File: src/rtl/serial_addsub.sv
// Bit-serial N-bit adder/subtractor: one full-adder slice and a carry flop,
// processing one bit per clock LSB first behind a START/BUSY/DONE handshake.
module serial_addsub #(
  parameter int unsigned N = 8
) (
  input  logic         CLK,
  input  logic         RESET,
  input  logic         START,
  input  logic         SUB,
  input  logic [N-1:0] A,
  input  logic [N-1:0] B,
  output logic         BUSY,
  output logic         DONE,
  output logic [N-1:0] O,
  output logic         COUT
);

  localparam int unsigned CW = (N > 1) ? $clog2(N) : 1;
  localparam logic [CW-1:0] LAST_BIT = CW'(N - 1);

  typedef enum logic {
    IDLE = 1'b0,
    RUN  = 1'b1
  } state_t;

  state_t        state;
  logic [N-1:0]  a_sh;
  logic [N-1:0]  b_sh;
  logic [N-1:0]  r_sh;
  logic          c;
  logic [CW-1:0] cnt;

  logic          sum_c;
  logic          carry_c;
  logic [N-1:0]  r_next_c;

  // Single full-adder slice on the operand LSBs.
  assign sum_c    = a_sh[0] ^ b_sh[0] ^ c;
  assign carry_c  = (a_sh[0] & b_sh[0]) | (a_sh[0] & c) | (b_sh[0] & c);
  assign r_next_c = {sum_c, r_sh[N-1:1]};

  assign BUSY = (state == RUN);

  always_ff @(posedge CLK) begin
    if (RESET) begin
      state <= IDLE;
      a_sh  <= '0;
      b_sh  <= '0;
      r_sh  <= '0;
      c     <= 1'b0;
      cnt   <= '0;
      DONE  <= 1'b0;
      O     <= '0;
      COUT  <= 1'b0;
    end else begin
      DONE <= 1'b0;
      case (state)
        IDLE: begin
          if (START) begin
            // Subtract is A + ~B + 1: invert B and seed the carry with SUB.
            a_sh  <= A;
            b_sh  <= SUB ? ~B : B;
            c     <= SUB;
            cnt   <= '0;
            state <= RUN;
          end
        end
        RUN: begin
          a_sh <= a_sh >> 1;
          b_sh <= b_sh >> 1;
          r_sh <= r_next_c;
          c    <= carry_c;
          cnt  <= cnt + CW'(1);
          if (cnt == LAST_BIT) begin
            O     <= r_next_c;
            COUT  <= carry_c;
            DONE  <= 1'b1;
            state <= IDLE;
          end
        end
        default: state <= IDLE;
      endcase
    end
  end

endmodule

File: config.mk
export PLATFORM = sky130hd
export DESIGN_NAME = serial_addsub
export DESIGN_NICKNAME = d
export VERILOG_FILES = /design/src/rtl/serial_addsub.sv
export SDC_FILE = /design/constraint.sdc
export NUM_CORES = 1
export LEC_CHECK = 0
export CAP_MARGIN = 20
export CORE_UTILIZATION = 55
export DETAILED_ROUTE_END_ITERATION = 16
export MAX_ROUTING_LAYER = met4
export PLACE_DENSITY = 0.83
export SKIP_LAST_GASP = 1
export SLEW_MARGIN = 20
export SYNTH_ARGS = -nofsm -noshare
export SYNTH_HDL_FRONTEND = slang
export SYNTH_SLANG_ARGS = --single-unit
File: constraint.sdc
create_clock -name CLK -period 2.9 [get_ports CLK]
set_input_delay 0.725 -clock CLK [delete_from_list [all_inputs] [get_ports CLK]]
set_output_delay 0.725 -clock CLK [all_outputs]
set_load 0.1 [all_outputs]
* Word-level counts from Yosys, hierarchy flattened
Cells that the tools add are included.
** Word-level totals
- Output and inout bits :: 11
- Logic and storage cells :: 36
- Bits in registers :: 39
** Operators by class
- Mux-type cells :: 13
- Add/subtract/negate cells :: 1
- Equality and inequality tests :: 2
- Bitwise gates (word level) :: 9
- Reductions and logical operators :: 2
** Operator list (number)
- $pmux 8 s2 :: 2
- $mux 8 :: 3
- $not 8->8 :: 1
- $pmux 3 s2 :: 1
- $mux 1 :: 4
- $pmux 1 s2 :: 2
- $add 3x1->3 const B :: 1
- $and 1x1->1 :: 3
- $eq 3x3->1 const B :: 1
- $mux 3 :: 1
- $ne 2x2->1 const B :: 1
- $or 1x1->1 :: 2
- $reduce_and 2->1 :: 1
- $reduce_or 2->1 :: 1
- $xor 1x1->1 :: 2
- $not 1->1 :: 1

* Longest topological paths before layout
Gate-level depths: netlist (run 1).
- Depth after elaboration :: 4
- Gate-level depth with buffers :: 5

* Worst setup path after synthesis (run 1)
Ideal clock, no wire load.
- Path kind :: register -> register
- Start point :: reg state, in the netlist BUSY
- End point :: reg r_sh[1]
- Setup slack :: 1.083 ns
- Stages on the path, launching flop included :: 5
- Setup time :: 0.117 ns
- Clock period less this slack :: 1.817 ns
- Data arrival time :: 1.700 ns
- Required time :: 2.783 ns
- Cells stage by stage :: dfxtp_1 -> buf_2 -> buf_4 -> mux2i_1 -> nor2_1
** RTL lines
- start, declared :: RTL line 26 : state_t state;
- start signal, assigned :: RTL line 46 : state <= IDLE;
- start signal, assigned :: RTL line 65 : state <= RUN;
- start signal, assigned :: RTL line 78 : state <= IDLE;
- end signal, assigned :: RTL line 71 : r_sh <= r_next_c;
- end, declared :: RTL line 29 : logic [N-1:0] r_sh;

* Worst setup path in the final report (run 1)
- Start point :: reg state, in the netlist BUSY
- End point :: out BUSY
** RTL lines
- end, declared :: RTL line 12 : output logic BUSY,
No word-level cell between the ends.

==> results.toml, run 1 <==
[setup_path]
crit_family = "flip-flops"
max_stage_delay_ns = 0.71
cp-end-kind = "primary output"
path_buf_inv = 1
critPathSlowestCell = "dfxtp_2"
worstPathMaxFanout = 26
critPathKind = "reg -> out"
path_cells = "buf_12"
critPathLaunchType = "flip-flop"
crit_arrival_ns = 1.31
worst_ep_required_time_ns = 2.17

[clock_tree]
cts_buffer_depth = 2
worstSkewPairLatency_ns = 0.34
cts_sinks = 38
clk_pin_slew_worst_paths_ns = 0.11
htree_levels = 2
cts_hold_buffers = 0
ctsResizeCount = 0
cts_setup_buffers = 0
cts-root-buf = "clkbuf_4"
cts_tree = "yes"
numCtsBuffers = 5

[floorplanning]
coreArea_um2 = 3030
die_h_um = 58.2
initial_core_util_pct = 57.3
rows = 20
io_pins = 31
dieArea_um2 = 3380
die_x_um = 58.2

[global_route]
grt_max_degree = 37
grt.overflow.total = 0
antenna_found_initial = 0
track_usage_pct = 21.6
grt_pass1_wl_um = 5290
grt_pass1_vias = 1191

[cells_and_area]
final_cells = 239
flow.area_growth_from_synthesis_pct = 18.2
final_common_cell = "dfxtp_1"
drive_above_1_share_pct = 17.4
antenna_cells = 0
final_nets = 217
layout_common_cells = "37 x dfxtp_1, 19 x clkdlybuf4s50_1, 16 x mux2i_1, 13 x buf_4, 12 x a21oi_1"

[sta]
tightest_slew_ns = 0.694
clock_skew_ns = 0.00414
min_period_ns = 2.04
setup_viol = 0
rsz0062_at_grt = "no"
fmax_mhz = 491
tns_ns = 0
slew_headroom_pct = 53.8
fin_crit_sh_pct = 70.2
hold_viol = 0
drv_slew = 0

[status]
run_status = "finished clean"

[power_and_ir_drop]
ir_drop_mv = 0.329
p_leak_nw = 0.778
power_density_nw_per_um2 = 478

[yosys]
avgSynthCellArea_um2 = 10.1
ys_seq_area_share_pct = 43.8
ys_async_sr_fraction_pct = 0
synth_edf_count = 0
syn_nets = 194
synth_flop_cell = "dfxtp_1"
synth_seq_cells = 38
ys_types = 25
ys_warn_count = 0
syn-cell-area_um2 = 1740
yosys.area.top_type = "dfxtp_1"
synth_cells = 171
synth_top_area_share_pct = 43.8
synthTopCellsByArea = "dfxtp_1 44%, mux2i_1 9.2%, a21bo_2 5.2%"

[worst_hold_path]
holdCritPathClass = "reg -> reg"

[routing]
via_count = 1301
final_antenna_net_count = 0
routedWlPerCell_um = 13.3
vias_per_cell = 5.44
routed_wl_um = 3180
drtIter0Drc = 69
drcViolationCount = 0
dr.pass1.iters = 4

[placed_design]
dp_hpwl_um = 2200
finalWeightedCongestion = 0.705
port_buffers = 30
dpl.cell_count = 231

[job]
drv_cap = 0
## cell families after synthesis
group	Yosys count	synth area share, %
compound gates	38	17.3
xor+xnor	8	4.04
fa+ha+maj	3	2.60
buf+inv	18	6.49
flops	38	43.8
mux	16	9.23
simple gates	50	16.5
## flip-flops by register name, summed over array words and instances, names as in the netlist
name / flops
O: 8
a_sh: 8
b_sh: 8
r_sh: 7
cnt: 3
BUSY: 1
COUT: 1
DONE: 1
c: 1
## final cells by class
type                       count  area (um^2)
fill                         247          977
multi-input combinational    115          862
sequential                    38          762
timing repair buffer          33          308
clock buffer                   7         55.1
tap                           44         55.1
clock inverter                 1         5.00
inverter                       1         3.75
## routing by layer
| layer | vias to the layer above | share of wire (%) | track usage [%] |
|---|---|---|---|
| li1 | 660 | - | - |
| met1 | 616 | 45 | 23.5 |
| met2 | 18 | 51 | 37.3 |
| met3 | 7 | 3.2 | 6.70 |
| met4 | 0 | 1.4 | 7.48 |
| met5 | - | 0 | - |
## worst paths after layout
path / from / to / slack (ns) / depth (start not counted)
setup / recovery: BUSY / BUSY / 0.86 / 1
hold / removal: r_sh[1] / O[0] / 0.48 / 2
setup reg to reg: BUSY / b_sh[6] / 1.17 / 3
hold reg to reg: r_sh[1] / O[0] / 0.48 / 2
## power by group
part / internal, W / total (W) / switching [W] / leakage, nW
logic: 0.0000686 / 0.000132 / 0.0000632 / 0.432
registers: 0.000546 / 0.000567 / 0.0000216 / 0.310
clock network: 0.000117 / 0.000282 / 0.000165 / 0.0353
total: 0.000732 / 0.000981 / 0.000250 / 0.778
## metrics by stage
step	area [um^2]	hold slack [ns]	worst slack [ns]	power, W	util, %
2_1_floorplan	1740	0.443	1.08	0.000667	-
3_3_place_gp	1990	0.451	0.582	0.000705	65.7
3_5_place_dp	1990	0.468	0.499	0.000711	65.7
4_1_cts	2050	0.483	0.848	0.000995	67.7
5_1_grt	2050	0.518	0.787	0.00103	67.7
6_report	2050	0.479	0.863	0.000981	67.7
## cells in the mapped netlist, types with 3 or more instances
master and number:
dfxtp_1 38, nand2_1 10, nor2b_1 8, xnor2_1 8, buf_2 9, or4b_1 7
nor2_1 10, a21bo_2 9, a211oi_1 9, clkbuf_1 3, o221ai_1 6, nand3_1 9
a21oi_1 12, mux2i_1 16, or3b_1 4
(Power assumes the default switching activity.)
==> run 2: changes to the inputs <==
Settings changed: CORE_UTILIZATION 55 to 46, PLACE_DENSITY 0.83 to 0.74.
Clock period 2.9 ns to 1.76 ns, I/O delays scaled along.
==> run 2 against run 1 <==
Clock skew increased by 0.0031 ns. Setup slack got worse by 0.76 ns. Combinational power increased by 71%. Critical path type unchanged. Via count decreased by 0.92%. Flip-flop and latch count unchanged. First-iteration DRC count increased by 5.8%.
==> results.toml, run 2 (synthesized netlist as in run 1, its figures left out) <==
[clock_tree]
cts_setup_buffers = 0
ctsResizeCount = 0
numCtsBuffers = 5
worstSkewPairLatency_ns = 0.29
cts-root-buf = "clkbuf_8"
cts_tree = "yes"
htree_levels = 2
cts_hold_buffers = 0
cts_sinks = 38
clk_pin_slew_worst_paths_ns = 0.07
cts_buffer_depth = 2

[sta]
rsz0062_at_grt = "no"
tightest_slew_ns = 0.668
hold_viol = 0
fmax_mhz = 605
slew_headroom_pct = 55.5
setup_viol = 0
fin_crit_sh_pct = 93.9
min_period_ns = 1.65
tns_ns = 0
fin_ws_ns = 0.107
drv_slew = 0
clock_skew_ns = 0.00721

[placed_design]
dp_hpwl_um = 2270
port_buffers = 30
place_ws_ns = -0.0310
finalWeightedCongestion = 0.728

[power_and_ir_drop]
power_density_nw_per_um2 = 837
ir_drop_mv = 0.744
p_leak_nw = 0.850
power.total_w = 0.00190

[global_route]
grt.overflow.total = 0
grt_pass1_vias = 1263
grt_max_degree = 34
track_usage_pct = 18.4
antenna_found_initial = 0
grt_pass1_wl_um = 5550

[floorplanning]
rows = 21
coreArea_um2 = 3470
dieArea_um2 = 4020
initial_core_util_pct = 50.0
die_x_um = 63.4
die_h_um = 63.4
io_pins = 31

[routing]
via_count = 1289
vias_per_cell = 5.26
final_antenna_net_count = 0
drtIter0Drc = 73
routedWlPerCell_um = 13.0
dr.pass1.iters = 4
routed_wl_um = 3190
drcViolationCount = 0

[cells_and_area]
reg_top3 = "O (8), a_sh (8), b_sh (8)"
fill_cells = 308
flow.area_growth_from_synthesis_pct = 30.7
layout_common_cells = "37 x dfxtp_1, 19 x clkdlybuf4s50_1, 16 x mux2i_1, 12 x a21oi_1, 11 x buf_12"
antenna_cells = 0
final_common_cell = "dfxtp_1"
drive_above_1_share_pct = 19.6
final_nets = 222

[setup_path]
cp-end-kind = "primary output"
worst_ep_required_time_ns = 1.32
worstPathMaxFanout = 33
critPathKind = "reg -> out"
critPathSlowestCell = "dfxtp_2"
crit_family = "flip-flops"
crit_arrival_ns = 1.21
max_stage_delay_ns = 0.67
path_cells = "buf_12"
path_buf_inv = 1
critPathLaunchType = "flip-flop"

[status]
run_status = "finished clean"

[worst_hold_path]
holdCritPathClass = "reg -> reg"

[job]
drv_cap = 0
## run 2: report_power, final
group / switching [W] / internal (W)
clock network: 0.000286 / 0.000453
logic: 0.000106 / 0.000120
registers: 0.0000342 / 0.000899
## run 2: path summary, 6_finish.rpt
check	startpoint	slack, ns	cells after the start	endpoint
min	r_sh[1]	0.47	2	O[0]
max	BUSY	0.11	1	BUSY
min reg2reg	r_sh[1]	0.47	2	O[0]
max reg2reg	BUSY	0.26	3	r_sh[7]
## run 2: area by class of cell
cell class                 instances  area, um^2  share of cell area [%]
multi-input combinational        115         862                    38.0
sequential                        38         762                    33.6
timing repair buffer              38         470                    20.7
clock buffer                       6        82.6                    3.64
tap                               46        57.6                    2.54
clock inverter                     1        30.0                    1.32
inverter                           1        3.75                   0.165
## run 2: stage by stage
step	instances	instance area (um^2)	hold slack, ns	util, %
2_1_floorplan	171	1740	0.443	-
3_3_place_gp	238	2160	0.450	62.2
6_report	245	2270	0.475	65.4
3_5_place_dp	238	2160	0.467	62.2
5_1_grt	245	2270	0.491	65.4
4_1_cts	245	2270	0.476	65.4
## run 2: worst min-delay path, stage by stage (launching register included)
cell	delay (ns)
dfxtp_1	0.31
nand3_1	0.06
a21oi_1	0.06
## run 2: layer usage
metal | vias up | GRT usage (%) | share of wire (%)
met5 | - | - | 0
met2 | 19 | 29.8 | 51
met3 | 7 | 4.89 | 3.3
met1 | 600 | 20.3 | 43
met4 | 0 | 10.2 | 2.5
li1 | 663 | - | -
==> run 3: changes to the inputs <==
Settings changed: MAX_ROUTING_LAYER met4 to not set, TNS_END_PERCENT set to 50.
==> run 3 against run 2 <==
Wire length down 0.22%. Critical path depth unchanged. Sequential share of layout area unchanged. Via count about the same. Highest routed layer unchanged. Critical endpoint unchanged. Utilization unchanged. Critical path type unchanged. Flip-flop and latch count unchanged. Combinational power about the same. Die area unchanged. Clock skew about the same. Fmax about the same.
==> results.toml, run 3 (synthesized netlist as in run 1, its figures left out) <==
[status]
run_status = "finished clean"

[global_route]
grtUsageMet1_pct = 20.3
grtUsageMet3_pct = 4.89
antenna_found_initial = 0
grt_max_degree = 34
busiest_layer = "met2"
track_usage_pct = 17.9
grt_pass1_wl_um = 5550
grt_pass1_vias = 1262
grt.overflow.total = 0
use_met2_pct = 29.8

[cells_and_area]
flow.area_growth_from_synthesis_pct = 30.7
final_common_cell = "dfxtp_1"
antenna_cells = 0
final_cells = 245
final_nets = 222
fin_util_pct = 65.4
drive_above_1_share_pct = 19.6
reg_top3 = "O (8), a_sh (8), b_sh (8)"
layout_common_cells = "37 x dfxtp_1, 19 x clkdlybuf4s50_1, 16 x mux2i_1, 12 x a21oi_1, 11 x buf_12"
fill_cells = 308

[clock_tree]
cts_hold_buffers = 0
cts_buffer_depth = 2
numCtsBuffers = 5
cts-root-buf = "clkbuf_8"
ctsResizeCount = 0
cts_tree = "yes"
cts_sinks = 38
worstSkewPairLatency_ns = 0.29
cts_setup_buffers = 0
clk_pin_slew_worst_paths_ns = 0.07
htree_levels = 2

[power_and_ir_drop]
power_frac_comb_pct = 11.9
p_switching_w = 0.000426
sequentialPowerShare_pct = 49.2
p_int_w = 0.00147
p_leak_nw = 0.850
ir_drop_mv = 0.744
p_sw_share_pct = 22.4
clkPwrFrac_pct = 38.9
power_density_nw_per_um2 = 837

[placed_design]
dp_hpwl_um = 2270
dpl.cell_count = 238
finalWeightedCongestion = 0.719
port_buffers = 30

[job]
drv_cap = 0

[setup_path]
critPathLaunchType = "flip-flop"
r2r_slack_ns = 0.26
r2r-start = "BUSY"
worstPathMaxFanout = 33
critPathKind = "reg -> out"
worst_ep_required_time_ns = 1.32
path_cells = "buf_12"
crit_arrival_ns = 1.21
critPathSlowestCell = "dfxtp_2"
max_stage_delay_ns = 0.67
cp-end-kind = "primary output"
worst_r2r_path_depth = 3
crit_family = "flip-flops"
rr_endpoint = "r_sh[7]"
path_buf_inv = 1
path_depth = 1

[sta]
fmax_mhz = 605
setup_viol = 0
slew_headroom_pct = 55.5
rsz0062_at_grt = "no"
hold_viol = 0
tightest_slew_ns = 0.668
min_period_ns = 1.65
fin_crit_sh_pct = 93.9
drv_slew = 0
clock_skew_ns = 0.00708

[worst_hold_path]
hp-start = "r_sh[1]"
whs_endpoint = "O[0]"
holdPathStages = 2
holdCritPathClass = "reg -> reg"

[floorplanning]
initial_core_util_pct = 50.0
dieArea_um2 = 4020
rows = 21
die_x_um = 63.4
die_h_um = 63.4
coreArea_um2 = 3470
io_pins = 31

[routing]
routed_wl_um = 3190
drcViolationCount = 0
via_count = 1290
dr.pass1.iters = 4
drtIter0Drc = 59
vias_per_cell = 5.27
final_antenna_net_count = 0
routedWlPerCell_um = 13.0
run 3: cell type report:
class | count | area [um^2] | share of cell area (%)
repair buffers | 38 | 470 | 20.7
flip-flops and latches | 38 | 762 | 33.6
inverters | 1 | 3.75 | 0.165
multi-input cells | 115 | 862 | 38.0
well taps | 46 | 57.6 | 2.54
clock buffers | 6 | 82.6 | 3.64
clock inverters | 1 | 30.0 | 1.32
run 3: worst max-delay path by stage:
stage,start,endpoint,slack [ns]
floorplan,BUSY,r_sh[1],0.30
global placement,START,b_sh[4],0.03
detailed placement,START,b_sh[6],-0.03
CTS,BUSY,BUSY,0.11
global route,BUSY,BUSY,0.04
finish,BUSY,BUSY,0.11
run 3: metal layers:
metal | routed length, um | up-vias | share of wire, %
met4 | 76 | 0 | 2.4
met1 | 1380 | 601 | 43
met2 | 1630 | 19 | 51
met3 | 100 | 7 | 3.1
met5 | 0 | - | 0
li1 | - | 663 | -
run 3: worst reg2reg max path: stages, from the launching register on:
cell	delay (ns)
dfxtp_2	0.67
buf_4	0.41
mux2i_1	0.25
nor2_1	0.06
run 3: stage by stage:
step / cell area, um^2 / hold slack, ns / TNS [ns] / total power, W / setup WS, ns
after floorplan: 1740 / 0.443 / 0 / 0.00110 / 0.304
after CTS: 2270 / 0.476 / 0 / 0.00192 / 0.111
after global routing: 2270 / 0.491 / 0 / 0.00198 / 0.0409
after global placement: 2160 / 0.450 / 0 / 0.00117 / 0.0317
after detailed placement: 2160 / 0.467 / -0.0479 / 0.00118 / -0.0310
final: 2270 / 0.475 / 0 / 0.00190 / 0.107
run 3: power by group through the flow:
stage               clock network (W)  logic, W  registers (W)
floorplan                           0  0.000153       0.000947
global placement                    0  0.000218       0.000951
detailed placement                  0  0.000227       0.000952
CTS                          0.000759  0.000228       0.000933
global route                 0.000797  0.000246       0.000939
finish                       0.000739  0.000226       0.000934
